==> config.mk <==
export PLATFORM = sky130hd
export DESIGN_NAME = ifu_prefetch
export DESIGN_NICKNAME = d
export VERILOG_FILES = /design/src/rtl/ifu_pkg.sv /design/src/rtl/ifu_fetch_fifo.sv /design/src/rtl/ifu_prefetch.sv
export SDC_FILE = /design/constraint.sdc
export NUM_CORES = 1
export LEC_CHECK = 0
export BUFFER_PORTS_ARGS = -buffer_cell sky130_fd_sc_hd__buf_4
export CAP_MARGIN = 20
export CORE_MARGIN = 5
export CORE_UTILIZATION = 63
export DETAILED_ROUTE_END_ITERATION = 8
export PLACE_DENSITY = 0.87
export RECOVER_POWER = 50
export SLEW_MARGIN = 20
export SYNTH_ARGS = -nofsm -noshare
export SYNTH_HDL_FRONTEND = slang
export SYNTH_SLANG_ARGS = --single-unit
==> constraint.sdc <==
create_clock -name clk -period 4.6 [get_ports clk]
set_clock_uncertainty 0.15 [all_clocks]
set_input_delay 0.92 -clock clk [delete_from_list [all_inputs] [get_ports clk]]
set_output_delay 0.92 -clock clk [all_outputs]
set_load 0.05 [all_outputs]
==> src/rtl/ifu_pkg.sv <==
// Shared types and defaults for the instruction fetch unit and its prefetch queue.
package ifu_pkg;

    localparam int unsigned           IFU_XLEN     = 32;
    localparam int unsigned           IFU_DEPTH    = 4;
    localparam logic [IFU_XLEN-1:0]   IFU_RESET_PC = '0;
    localparam int unsigned           IFU_PC_STEP  = 4;

    typedef enum logic [1:0] {
        IDLE,
        REQ,
        DROP
    } fetch_state_e;

    typedef struct packed {
        logic [IFU_XLEN-1:0] pc;
        logic [IFU_XLEN-1:0] ir;
    } fetch_entry_t;

endpackage

==> src/rtl/ifu_fetch_fifo.sv <==
// Registered-head synchronous FIFO for fetched {pc, ir} entries; flush wins over push and pop.
module ifu_fetch_fifo
    import ifu_pkg::*;
#(
    parameter int unsigned WIDTH = $bits(fetch_entry_t),
    parameter int unsigned DEPTH = IFU_DEPTH,
    localparam int unsigned AW   = $clog2(DEPTH)
) (
    input  logic             clk,
    input  logic             reset,
    input  logic             flush,
    input  logic             push,
    input  logic [WIDTH-1:0] wdata,
    input  logic             pop,
    output logic [WIDTH-1:0] rdata,
    output logic [AW:0]      count
);

    logic [WIDTH-1:0] mem_q [DEPTH];
    logic [AW-1:0]    wr_ptr_q;
    logic [AW-1:0]    rd_ptr_q;
    logic [AW:0]      count_q;
    logic             do_push;
    logic             do_pop;

    assign do_push = push & ~flush;
    assign do_pop  = pop & ~flush & (count_q != '0);

    always_ff @(posedge clk or posedge reset) begin
        if (reset) begin
            wr_ptr_q <= '0;
            rd_ptr_q <= '0;
            count_q  <= '0;
        end else if (flush) begin
            wr_ptr_q <= '0;
            rd_ptr_q <= '0;
            count_q  <= '0;
        end else begin
            if (do_push) wr_ptr_q <= wr_ptr_q + 1'b1;
            if (do_pop)  rd_ptr_q <= rd_ptr_q + 1'b1;
            count_q <= count_q + {{AW{1'b0}}, do_push} - {{AW{1'b0}}, do_pop};
        end
    end

    // Storage needs no reset: entries are only visible once counted.
    always_ff @(posedge clk) begin
        if (do_push) mem_q[wr_ptr_q] <= wdata;
    end

    assign rdata = mem_q[rd_ptr_q];
    assign count = count_q;

endmodule

==> src/rtl/ifu_prefetch.sv <==
// Instruction fetch unit: one outstanding req/ack fetch, prefetch queue, redirect with drop.
module ifu_prefetch
    import ifu_pkg::*;
#(
    parameter int unsigned     XLEN     = IFU_XLEN,
    parameter int unsigned     DEPTH    = IFU_DEPTH,
    parameter logic [XLEN-1:0] RESET_PC = XLEN'(IFU_RESET_PC),
    parameter int unsigned     PC_STEP  = IFU_PC_STEP
) (
    input  logic            clk,
    input  logic            reset,
    input  logic            run_en,
    input  logic            redirect_valid,
    input  logic [XLEN-1:0] redirect_pc,
    output logic            mem_req,
    output logic [XLEN-1:0] mem_addr,
    input  logic            mem_ack,
    input  logic [XLEN-1:0] mem_rdata,
    output logic            ir_valid,
    output logic [XLEN-1:0] ir,
    output logic [XLEN-1:0] ir_pc,
    input  logic            ir_ready
);

    localparam int unsigned AW = $clog2(DEPTH);

    fetch_state_e      state_q, state_d;
    logic [XLEN-1:0]   pc_q, pc_d;
    logic [XLEN-1:0]   addr_q, addr_d;
    logic [XLEN-1:0]   pc_inc;
    logic [AW:0]       count;
    logic [AW:0]       count_next;
    logic              push, pop, flush, can_issue;
    logic [2*XLEN-1:0] head;

    assign pc_inc = pc_q + XLEN'(PC_STEP);
    assign flush  = redirect_valid;
    assign push   = (state_q == REQ) & mem_ack & ~redirect_valid;
    assign pop    = ir_valid & ir_ready;

    // Occupancy after this edge decides whether another request still has a guaranteed slot.
    always_comb begin
        count_next = '0;
        if (!flush) begin
            count_next = count + {{AW{1'b0}}, push} - {{AW{1'b0}}, pop};
        end
    end

    assign can_issue = run_en & (count_next < (AW+1)'(DEPTH));

    always_comb begin
        state_d = state_q;
        pc_d    = pc_q;
        addr_d  = addr_q;
        unique case (state_q)
            IDLE: begin
                if (redirect_valid) begin
                    pc_d = redirect_pc;
                end else if (can_issue) begin
                    state_d = REQ;
                    addr_d  = pc_q;
                end
            end
            REQ: begin
                if (mem_ack) begin
                    pc_d    = redirect_valid ? redirect_pc : pc_inc;
                    state_d = IDLE;
                    if (redirect_valid ? run_en : can_issue) begin
                        state_d = REQ;
                        addr_d  = pc_d;
                    end
                end else if (redirect_valid) begin
                    state_d = DROP;
                    pc_d    = redirect_pc;
                end
            end
            DROP: begin
                if (redirect_valid) pc_d = redirect_pc;
                if (mem_ack) begin
                    state_d = run_en ? REQ : IDLE;
                    if (run_en) addr_d = pc_d;
                end
            end
            default: state_d = IDLE;
        endcase
    end

    always_ff @(posedge clk or posedge reset) begin
        if (reset) begin
            state_q <= IDLE;
            pc_q    <= RESET_PC;
            addr_q  <= RESET_PC;
        end else begin
            state_q <= state_d;
            pc_q    <= pc_d;
            addr_q  <= addr_d;
        end
    end

    ifu_fetch_fifo #(
        .WIDTH (2 * XLEN),
        .DEPTH (DEPTH)
    ) u_fifo (
        .clk   (clk),
        .reset (reset),
        .flush (flush),
        .push  (push),
        .wdata ({addr_q, mem_rdata}),
        .pop   (pop),
        .rdata (head),
        .count (count)
    );

    assign mem_req  = (state_q != IDLE);
    assign mem_addr = addr_q;
    assign ir_valid = (count != '0);
    assign ir       = ir_valid ? head[XLEN-1:0] : '0;
    assign ir_pc    = ir_valid ? head[2*XLEN-1:XLEN] : '0;

endmodule

Yosys cells after proc, flatten, opt, wreduce, memory -nomap -nowiden
Memory sizes are Yosys's and may differ from the RTL's.
Index checks and enable logic that the tools add are counted.

word-level totals
  register bits = 73
  output and inout bits = 98
  memories = 1
  memory bits (writable) = 256
  ROM bits = 0
  bits in latches = 0

operators by class
  shift operators = 0
  reduce and logical (&&, ||, !) cells = 10
  add/subtract/negate cells = 7
  multiplexer cells = 30
  bitwise operators = 8
  multiply operators = 0
  equal/unequal tests = 9
  $lt $le $gt $ge = 1
  divide/modulo/power cells = 0

memories
  memory        words  width  rd ports  clocked after memory_dff  write ports  line                  text
  u_fifo.mem_q  4      64     1         0                         1            ifu_fetch_fifo.sv:19  logic [WIDTH-1:0] mem_q [DEPTH];

operator list
  operator                                                                  number
  32-bit 2-to-1 mux                                                         11
  32-bit case mux with 3 select lines                                       1
  32-bit case mux with 2 select lines                                       1
  32-bit by 3-bit adder with 32-bit output (second input constant)          1
  2-bit 2-to-1 mux                                                          9
  2-bit inequality test (second input constant)                             5
  2-bit nonzero test                                                        4
  1-bit bitwise AND                                                         7
  7-bit AND reduction                                                       1
  3-bit by 1-bit adder with 3-bit output                                    2
  3-bit 2-to-1 mux                                                          2
  2-bit case mux with 3 select lines                                        1
  3-bit nonzero test                                                        2
  3-bit by 1-bit subtractor with 3-bit output                               2
  1-bit 2-to-1 mux                                                          5
  2-bit by 1-bit adder with 2-bit output (second input constant)            2
  4-bit AND reduction                                                       1
  3-bit less-than comparator (second input constant)                        1
  3-bit inequality test (second input constant)                             1
  2-bit by 1-bit == test with 1-bit output (second input constant)          1
  2-bit == test (second input constant)                                     1
  2-bit logical NOT                                                         1
  2-bit by 1-bit inequality test with 1-bit output (second input constant)  1
  2-bit OR reduction                                                        1
  1-bit inverter                                                            1

Depth between registers and ports, before layout
Gate-level depths: netlist of the first run.

  depth after elaboration = 12
  mapped depth = 12

By module
Synthesis of the first run repeated with hierarchy kept, for this count alone.

unflattened totals
  cell total of the unflattened synthesis = 1,067
  area total of the unflattened synthesis = 15,203.3 um^2

by module, submodules not included
  module          area an instance (um^2)  seq. area each (um^2)  times used  cells an instance
  ifu_fetch_fifo  9,731.8                  7,862.5                1           378
  ifu_prefetch    5,471.5                  1,651.6                1           689

Worst setup path after synthesis of the first run
Ideal clock, no wire load.

  path type = input -> register
  start point = in mem_ack
  end point = mem u_fifo.mem_q[0][0] (netlist name), enable pin
  data arrival time = 2.928 ns
  library setup time = 0.429 ns
  path slack = 1.093 ns
  stages = 4
  cells stage by stage = buf_2 and3b_1 buf_2 and2_1

on the way
  longest elaborated chain between the ends = 5

RTL lines
  item                                    line                  text
  start: declaration                      ifu_prefetch.sv:17    input logic mem_ack,
  1-bit bitwise AND (2 in series)         ifu_prefetch.sv:38    assign push = (state_q == REQ) & mem_ack & ~redirect_valid;
  1-bit bitwise AND                       ifu_fetch_fifo.sv:26  assign do_push = push & ~flush;
  1-bit 2-to-1 mux                        ifu_fetch_fifo.sv:47  if (do_push) mem_q[wr_ptr_q] <= wdata;
  1-bit 2-to-1 mux (not written as such)  ifu_fetch_fifo.sv:47
  end: declaration                        ifu_fetch_fifo.sv:19

No other way between the ends.

Worst setup path after layout of the first run
  start point = in redirect_valid
  end point = reg addr_q[15] (netlist: mem_addr[15])

on the way
  longest elaborated chain between the ends = 10
  elaborated cells between the ends (all ways) = 19
  those cells by class = 2 x add/sub; 1 x order compare; 3 x eq/ne; 9 x mux; 3 x bitwise; 1 x reduce/logical

RTL lines
  item                                                        line                text
  start: declaration                                          ifu_prefetch.sv:13  input logic redirect_valid,
  1-bit inverter                                              ifu_prefetch.sv:38
  1-bit bitwise AND                                           ifu_prefetch.sv:38
  3-bit by 1-bit adder with 3-bit output                      ifu_prefetch.sv:45  count_next = count + {{AW{1'b0}}, push} - {{AW{1'b0}}, pop};
  3-bit by 1-bit subtractor with 3-bit output                 ifu_prefetch.sv:45
  3-bit 2-to-1 mux                                            ifu_prefetch.sv:44  if (!flush) begin
  3-bit less-than comparator                                  ifu_prefetch.sv:49  assign can_issue = run_en & (count_next < (AW+1)'(DEPTH));
  1-bit bitwise AND                                           ifu_prefetch.sv:49
  1-bit 2-to-1 mux                                            ifu_prefetch.sv:68  if (redirect_valid ? run_en : can_issue) begin
  2-bit by 1-bit inequality test with 1-bit output (no line)  -
  7-bit AND reduction (no line)                               -
  end signal: assignment                                      ifu_prefetch.sv:96  addr_q <= addr_d;
  end: declaration                                            ifu_prefetch.sv:29  logic [XLEN-1:0] addr_q, addr_d;

Parallel ways exist; a longest one is shown, timed or not. The select of a mux whose other input is x is not followed.
A chain may end at the register's enable or synchronous reset.

==> summary.md, run 1 <==
| Metric | Value |
|---|---|
| Row cnt | 56 |
| Die area | 27200 µm² |
| Vias in the first global route | 10309 |
| Clock latency on the worst-skew pair | 0.55 ns |
| Crit path depth | 6 |
| Bufs and invs on worst path | 1 |
| Slew headroom | -22.9% |
| Peak supply drop | 0.390 mV |
| Setup TNS | 0 ns |
| Xor/xnor share of the synthesized area | 0.463% |
| Effective utilization at floorplan | 64.3% |
| Crit path kind | primary input to flip-flop |
| P_leak | 6.16 nW |
| Worst path slowest cell | clkbuf_1 |
| Simple-Gate Fraction of Synth Area | 11.2% |
| DR iter-0 viols | 1128 |
| Final Hold Viols | 0 |
| Area Growth Syn to Fin | 15.6% |
| Initial antenna violation count | 2 |
| Synth Flop Type | edfxtp_1 |
| Critical path launch point | redirect_valid |
| Top Ports | 168 |
| Cts hold-fix bufs | 0 |
| Dpl cells | 1498 |
| Tcrit/Tclk final | 84.9% |
| Slew @ Worst Pin | 1.84 ns |
| Post-synth cell types | 83 |
| Share of cells above drive strength 1 | 22.8% |
| RSZ-0062 raised after global routing | no |
| Period minus WS final | 3.90 ns |
| CTS tree | done |
| Gate Count Post-Synth | 1075 |
| CTS H-tree lvls | 1 |
| Final Max Slew Viols | 104 |
| I/O Buffers | 167 |
| Largest net degree at the start of global routing | 67 |
| Syn nets | 1160 |
| R2r startpoint | state_q[1]$_DFFE_PP0P_ |
| First-pass GRT wire length | 59.2 mm |
| Setup Viol. Count Final | 0 |
| Dpl hpwl | 22.9 mm |
| CTS resizes | 0 |
| Final Instance Area | 17500 µm² |
| R2r endpoint | u_fifo.mem_q[3][24]$_DFFE_PP_ |
| Largest family of logic cells by synthesized area | simple AND/OR/NAND/NOR gates |
| CP required | 4.85 ns |
| Die Y-Extent | 165 µm |
| Nature of the critical path endpoint | flip-flop |
| GP Congestion | 0.959 |
| Worst-path cell chain | clkbuf_1 -> nor2b_1 -> nand2b_1 -> o21bai_1 -> a221oi_1 -> o21ai_0 |
| GRT Residual Overflow | 0 |
| Crit path DAT | 4.16 ns |
| WL final | 38.4 mm |
| DRC viols | 0 |
| Root Buffer | clkbuf_16 |
| Vias per cell | 6.54 |
| CP Capture Point | mem_addr[15]$_DFFE_PP0P_ |
| Worst path top cell family by delay | buffers and inverters |
| # clock sinks | 329 |
| Fmax achieved | 256 MHz |
| CP max stage delay | 1.29 ns |
| FFs w/ async S/R, synth | 22.2% |
| Post-Synth Adder-Cell Area | 1.29% |
| Max-cap violation count | 3 |
| Number of synthesized flops with an enable pin | 256 |
| Wirelength per Cell | 24.7 µm |
| Register area share after synthesis | 62.8% |
| Netlist Area Pre-Place | 15100 µm² |
| Nets | 1297 |
| HP Class | primary input to asynchronous set/reset pin |
| Flops & latches, synth | 329 |
| Failing checks | capacitance limit, slew limit |
| Fillers | 1449 |
| Clock tree buffer depth | 3 |
| Worst Setup Start Kind | primary input |
| Status | complete, but fails checks |
| First-pass DRT Iterations | 5 |
| CTS Buf Count | 31 |
| Non-Filler Instances | 1556 |
| Die width | 165 µm |
| Aggregate global-route resource usage | 28.2% |
| Crit Path Max Fanout | 44 |
| Worst r2r path cells | 6 |
| Placed inst area | 16700 µm² |
| Compound-Gate Fraction of Synth Area | 10.5% |
| Pwr/cell area | 692 nW/µm² |
| DR vias | 10183 |
| Mux cell area share after synthesis | 10.7% |
| CTS clk-pin slew, worst paths | 0.06 ns |
| Final ANT Viol Nets | 0 |
| YS warnings | 0 |
| R2R Setup Slk | 1.33 ns |
| Core Box Area | 23500 µm² |
| Post-CTS Setup Bufs | 0 |
| Syn avg cell area | 14.1 µm² |
==> cells in the final DEF (no fill, tap or decap), drive strengths merged, types with 18 or more instances in the layout <==
cell	instances
nand3	26
a21oi	45
mux4	64
and2	72
inv	26
nand4	18
o21ai	65
nand2	61
dfrtp	73
nor2	57
buf	118
clkbuf	104
edfxtp	256
==> metal layers <==
metal	up-vias	global-route usage [%]	part of all wire, %
met5	-	0	0.044
met2	625	46.6	49
met1	5011	37.9	38
met4	2	9.64	3.2
met3	99	5.98	9.8
li1	4446	-	-
==> report_power, final <==
part	leakage [nW]	internal [mW]	switching (mW)	total [mW]
Combinational	2.44	1.70	3.47	5.17
Clock	0.511	1.56	1.12	2.67
Sequential	3.21	3.74	0.540	4.28
==> Yosys cell counts, types with 13 or more instances <==
| master | count | area [µm²] |
|---|---|---|
| nand2_1 | 61 | 229 |
| a21oi_1 | 45 | 225 |
| clkbuf_1 | 47 | 176 |
| o21ai_0 | 65 | 325 |
| mux4_2 | 64 | 1440 |
| edfxtp_1 | 256 | 7690 |
| nand3_1 | 25 | 125 |
| buf_2 | 22 | 110 |
| a22oi_1 | 13 | 97.6 |
| ha_1 | 14 | 175 |
| nor2b_1 | 14 | 87.6 |
| inv_1 | 24 | 90.1 |
| nand4_1 | 15 | 93.8 |
| and2_1 | 72 | 450 |
| nor2_1 | 56 | 210 |
| dfrtp_1 | 73 | 1830 |
==> per-stage QoR <==
step | hold slack [ns] | util (%) | worst slack, ns | total power, mW
6_report | 0.343 | 74.4 | 0.696 | 12.1
5_1_grt | 0.371 | 74.4 | 0.517 | 12.6
4_1_cts | 0.207 | 75.5 | 0.794 | 12.3
3_5_place_dp | 0.346 | 70.9 | 1.16 | 9.52
3_3_place_gp | 0.339 | 70.9 | 1.23 | 9.40
2_1_floorplan | 0.332 | - | 1.09 | 7.91
==> registers in the layout, summed over array words and instances (netlist names) <==
signal	cells
mem_addr	32
u_fifo.wr_ptr_q	2
state_q	2
u_fifo.rd_ptr_q	2
u_fifo.count	3
u_fifo.mem_q	256
pc_q	32
==> worst min path at each step <==
| stage | start | to | cells past startpoint | slack [ns] |
|---|---|---|---|---|
| 2_1_floorplan | pc_q[0]$_DFFE_PP0P_ | pc_q[0]$_DFFE_PP0P_ | 1 | 0.33 |
| 3_3_place_gp | pc_q[0]$_DFFE_PP0P_ | pc_q[0]$_DFFE_PP0P_ | 1 | 0.34 |
| 3_5_place_dp | pc_q[1]$_DFFE_PP0P_ | pc_q[1]$_DFFE_PP0P_ | 1 | 0.35 |
| 4_1_cts | reset | mem_addr[15]$_DFFE_PP0P_ | 2 | 0.21 |
| 5_1_grt | pc_q[1]$_DFFE_PP0P_ | pc_q[1]$_DFFE_PP0P_ | 1 | 0.37 |
| 6_report | reset | mem_addr[15]$_DFFE_PP0P_ | 2 | 0.34 |
==> area by class of cell <==
type	count	area, µm²	share of cell area, %
repair buffers	187	1220	6.99
clock buffers	35	811	4.63
diodes	1	2.50	0.0143
clock inverters	22	267	1.52
well taps	319	399	2.28
flip-flops and latches	329	9520	54.3
inverters	26	97.6	0.557
multi-input cells	637	5190	29.7
==> cell families (layout without fill, tap and decap cells) <==
logic type | Yosys count | count (layout)
AO/OA/AOI/OAI | 227 | 227
XOR/XNOR | 8 | 8
adder cells (fa/ha/maj) | 15 | 15
buffers and inverters | 109 | 270
flip-flops | 329 | 329
multiplexers | 81 | 81
other | 0 | 1
AND/OR/NAND/NOR | 306 | 306
Power figures use the tool's default switching activity.
==> run 2: changes to the inputs <==
--- a/config.mk
+++ b/config.mk
@@ -8,9 +8,9 @@
 export BUFFER_PORTS_ARGS = -buffer_cell sky130_fd_sc_hd__buf_4
 export CAP_MARGIN = 20
 export CORE_MARGIN = 5
-export CORE_UTILIZATION = 63
+export CORE_UTILIZATION = 59
 export DETAILED_ROUTE_END_ITERATION = 8
-export PLACE_DENSITY = 0.87
+export PLACE_DENSITY = 0.82
 export RECOVER_POWER = 50
 export SLEW_MARGIN = 20
 export SYNTH_ARGS = -nofsm -noshare
==> constraint.sdc (replaced) <==
create_clock -name clk -period 3.66 [get_ports clk]
set_clock_uncertainty 0.15 [all_clocks]
set_input_delay 0.732 -clock clk [delete_from_list [all_inputs] [get_ports clk]]
set_output_delay 0.732 -clock clk [all_outputs]
set_load 0.05 [all_outputs]
==> run 2 against run 1 <==
Against the previous run: the run ends with capacitance limit left; sequential share of layout area fell by 1.0 points; sequential cell count did not move; cell area up 1.9%; largest cell class unchanged; power grew 29%.
==> summary.md, run 2 (synthesis gave the netlist of run 1 again) <==
| Metric | Value |
|---|---|
| Pwr/cell area | 878 nW/µm² |
| Row cnt | 58 |
| Nets | 1319 |
| Nature of the critical path endpoint | primary output |
| Initial antenna violation count | 1 |
| First-pass DRT Iterations | 7 |
| Final ANT Viol Nets | 0 |
| Largest net degree at the start of global routing | 67 |
| P_leak | 6.36 nW |
| CTS resizes | 0 |
| DR iter-0 viols | 1248 |
| First-pass GRT wire length | 59.2 mm |
| Setup TNS | 0 ns |
| Dpl hpwl | 24.4 mm |
| Most frequent cells in the layout | 256 x edfxtp_1, 131 x buf_4, 74 x clkbuf_1 |
| Top Ports | 168 |
| R2r startpoint | u_fifo.count[1]$_DFF_PP0_ |
| Max FFs per register | 256 |
| Final Instance Area | 17900 µm² |
| N_diodes | 0 |
| Core Box Area | 25300 µm² |
| Leading cell type in the layout, fill and taps excluded | edfxtp_1 |
| Post-CTS Setup Bufs | 0 |
| Clock tree buffer depth | 3 |
| Slew headroom | 1.01% |
| GR peak layer | met2 |
| Vias in the first global route | 10036 |
| M1 GR Usage | 36.8% |
| I/O Buffers | 167 |
| Peak supply drop | 0.700 mV |
| Share of cells above drive strength 1 | 23.8% |
| Die area | 29000 µm² |
| Max-cap violation count | 1 |
| # clock sinks | 329 |
| DR vias | 10291 |
| GP Congestion | 0.957 |
| GRT Residual Overflow | 0 |
| Crit path kind | flip-flop to primary output |
| Min Hold Slack | 0.332 ns |
| Aggregate global-route resource usage | 26.2% |
| Failing checks | capacitance limit |
| Placed inst area | 16900 µm² |
| Crit Path Max Fanout | 15 |
| Vias per cell | 6.47 |
| CTS H-tree lvls | 2 |
| Setup Viol. Count Final | 0 |
| Fmax achieved | 304 MHz |
| Die Y-Extent | 170 µm |
| Effective utilization at floorplan | 60.0% |
| Dpl cells | 1528 |
| Root Buffer | clkbuf_16 |
| Status | complete, but fails checks |
| Wirelength per Cell | 24.0 µm |
| DRC viols | 0 |
| Grt met3 use | 4.83% |
| Clock latency on the worst-skew pair | 0.52 ns |
| WL final | 38.1 mm |
| Tcrit/Tclk final | 89.8% |
| Fillers | 1685 |
| Top reg by flops | u_fifo.mem_q |
| Worst min-delay path startpoint | redirect_pc[0] |
| Critical path launch point | u_fifo.rd_ptr_q[0]$_DFFE_PP0P_ |
| RSZ-0062 raised after global routing | no |
| Final Max Slew Viols | 0 |
| Die width | 170 µm |
| HP Class | primary input to flip-flop |
| CP required | 2.78 ns |
| CTS tree | done |
| CTS Buf Count | 34 |
| Cts hold-fix bufs | 0 |
| Slew @ Worst Pin | 1.48 ns |
| Worst Setup Start Kind | flip-flop |
| Period minus WS final | 3.29 ns |
| Met2 usage | 43.2% |
| Non-Filler Instances | 1590 |
| Final Hold Viols | 0 |
| CTS clk-pin slew, worst paths | 0.06 ns |
| Area Growth Syn to Fin | 17.9% |
| Crit path DAT | 2.40 ns |
## run 2: cell count changes in the layout (fill, tap and decap cells not counted), sizes merged
cell	before	now
buf	118	139
clkbuf	104	111
clkinvlp	6	0
bufinv	5	9
clkinv	11	8
diode	1	0
inv	26	27
## run 2: layer usage
metal,vias up,part of all wire (%)
met3,77,9.6
li1,4478,-
met4,2,1.9
met5,-,0.034
met2,609,50
met1,5125,39
## run 2: layout make-up
cell class	instances	area [µm²]	share of cell area, %
inverter	26	97.6	0.547
multi-input combinational	637	5180	29.0
clock buffer	44	898	5.03
sequential	329	9520	53.3
clock inverter	18	343	1.92
tap	330	413	2.31
timing repair buffer	206	1400	7.84
## run 2: power by group
| group | leakage [nW] | internal (mW) | total (mW) | switching (mW) |
|---|---|---|---|---|
| clock network | 0.603 | 2.39 | 3.83 | 1.44 |
| registers | 3.21 | 4.70 | 5.33 | 0.633 |
| logic | 2.55 | 2.16 | 6.52 | 4.37 |
| total | 6.36 | 9.25 | 15.7 | 6.44 |
## run 2: stage by stage
step / power, mW / setup WS (ns) / utilization (%)
2_1_floorplan: 9.94 / 0.341 / -
3_3_place_gp: 11.9 / 0.459 / 66.8
3_5_place_dp: 12.0 / 0.384 / 66.8
4_1_cts: 15.9 / 0.344 / 71.7
5_1_grt: 16.4 / 0.192 / 70.7
6_report: 15.7 / 0.374 / 70.7
## run 2: worst max-delay path: stages, from the launching register on
cell and delay [ns]:
dfrtp_4 0.57, buf_4 0.36, mux4_2 0.55, and2_1 0.20
buf_4 0.20
## run 2: final timing paths
check	cells past startpoint	to	slack [ns]
min in group asynchronous	2	pc_q[24]$_DFFE_PP0P_	0.52
worst max register to register	10	mem_addr[26]$_DFFE_PP0P_	0.39
worst min-delay path	2	pc_q[0]$_DFFE_PP0P_	0.33
worst max-delay path	4	ir_pc[31]	0.37
max in group asynchronous	3	u_fifo.rd_ptr_q[0]$_DFFE_PP0P_	0.99
worst min register to register	1	pc_q[0]$_DFFE_PP0P_	0.36
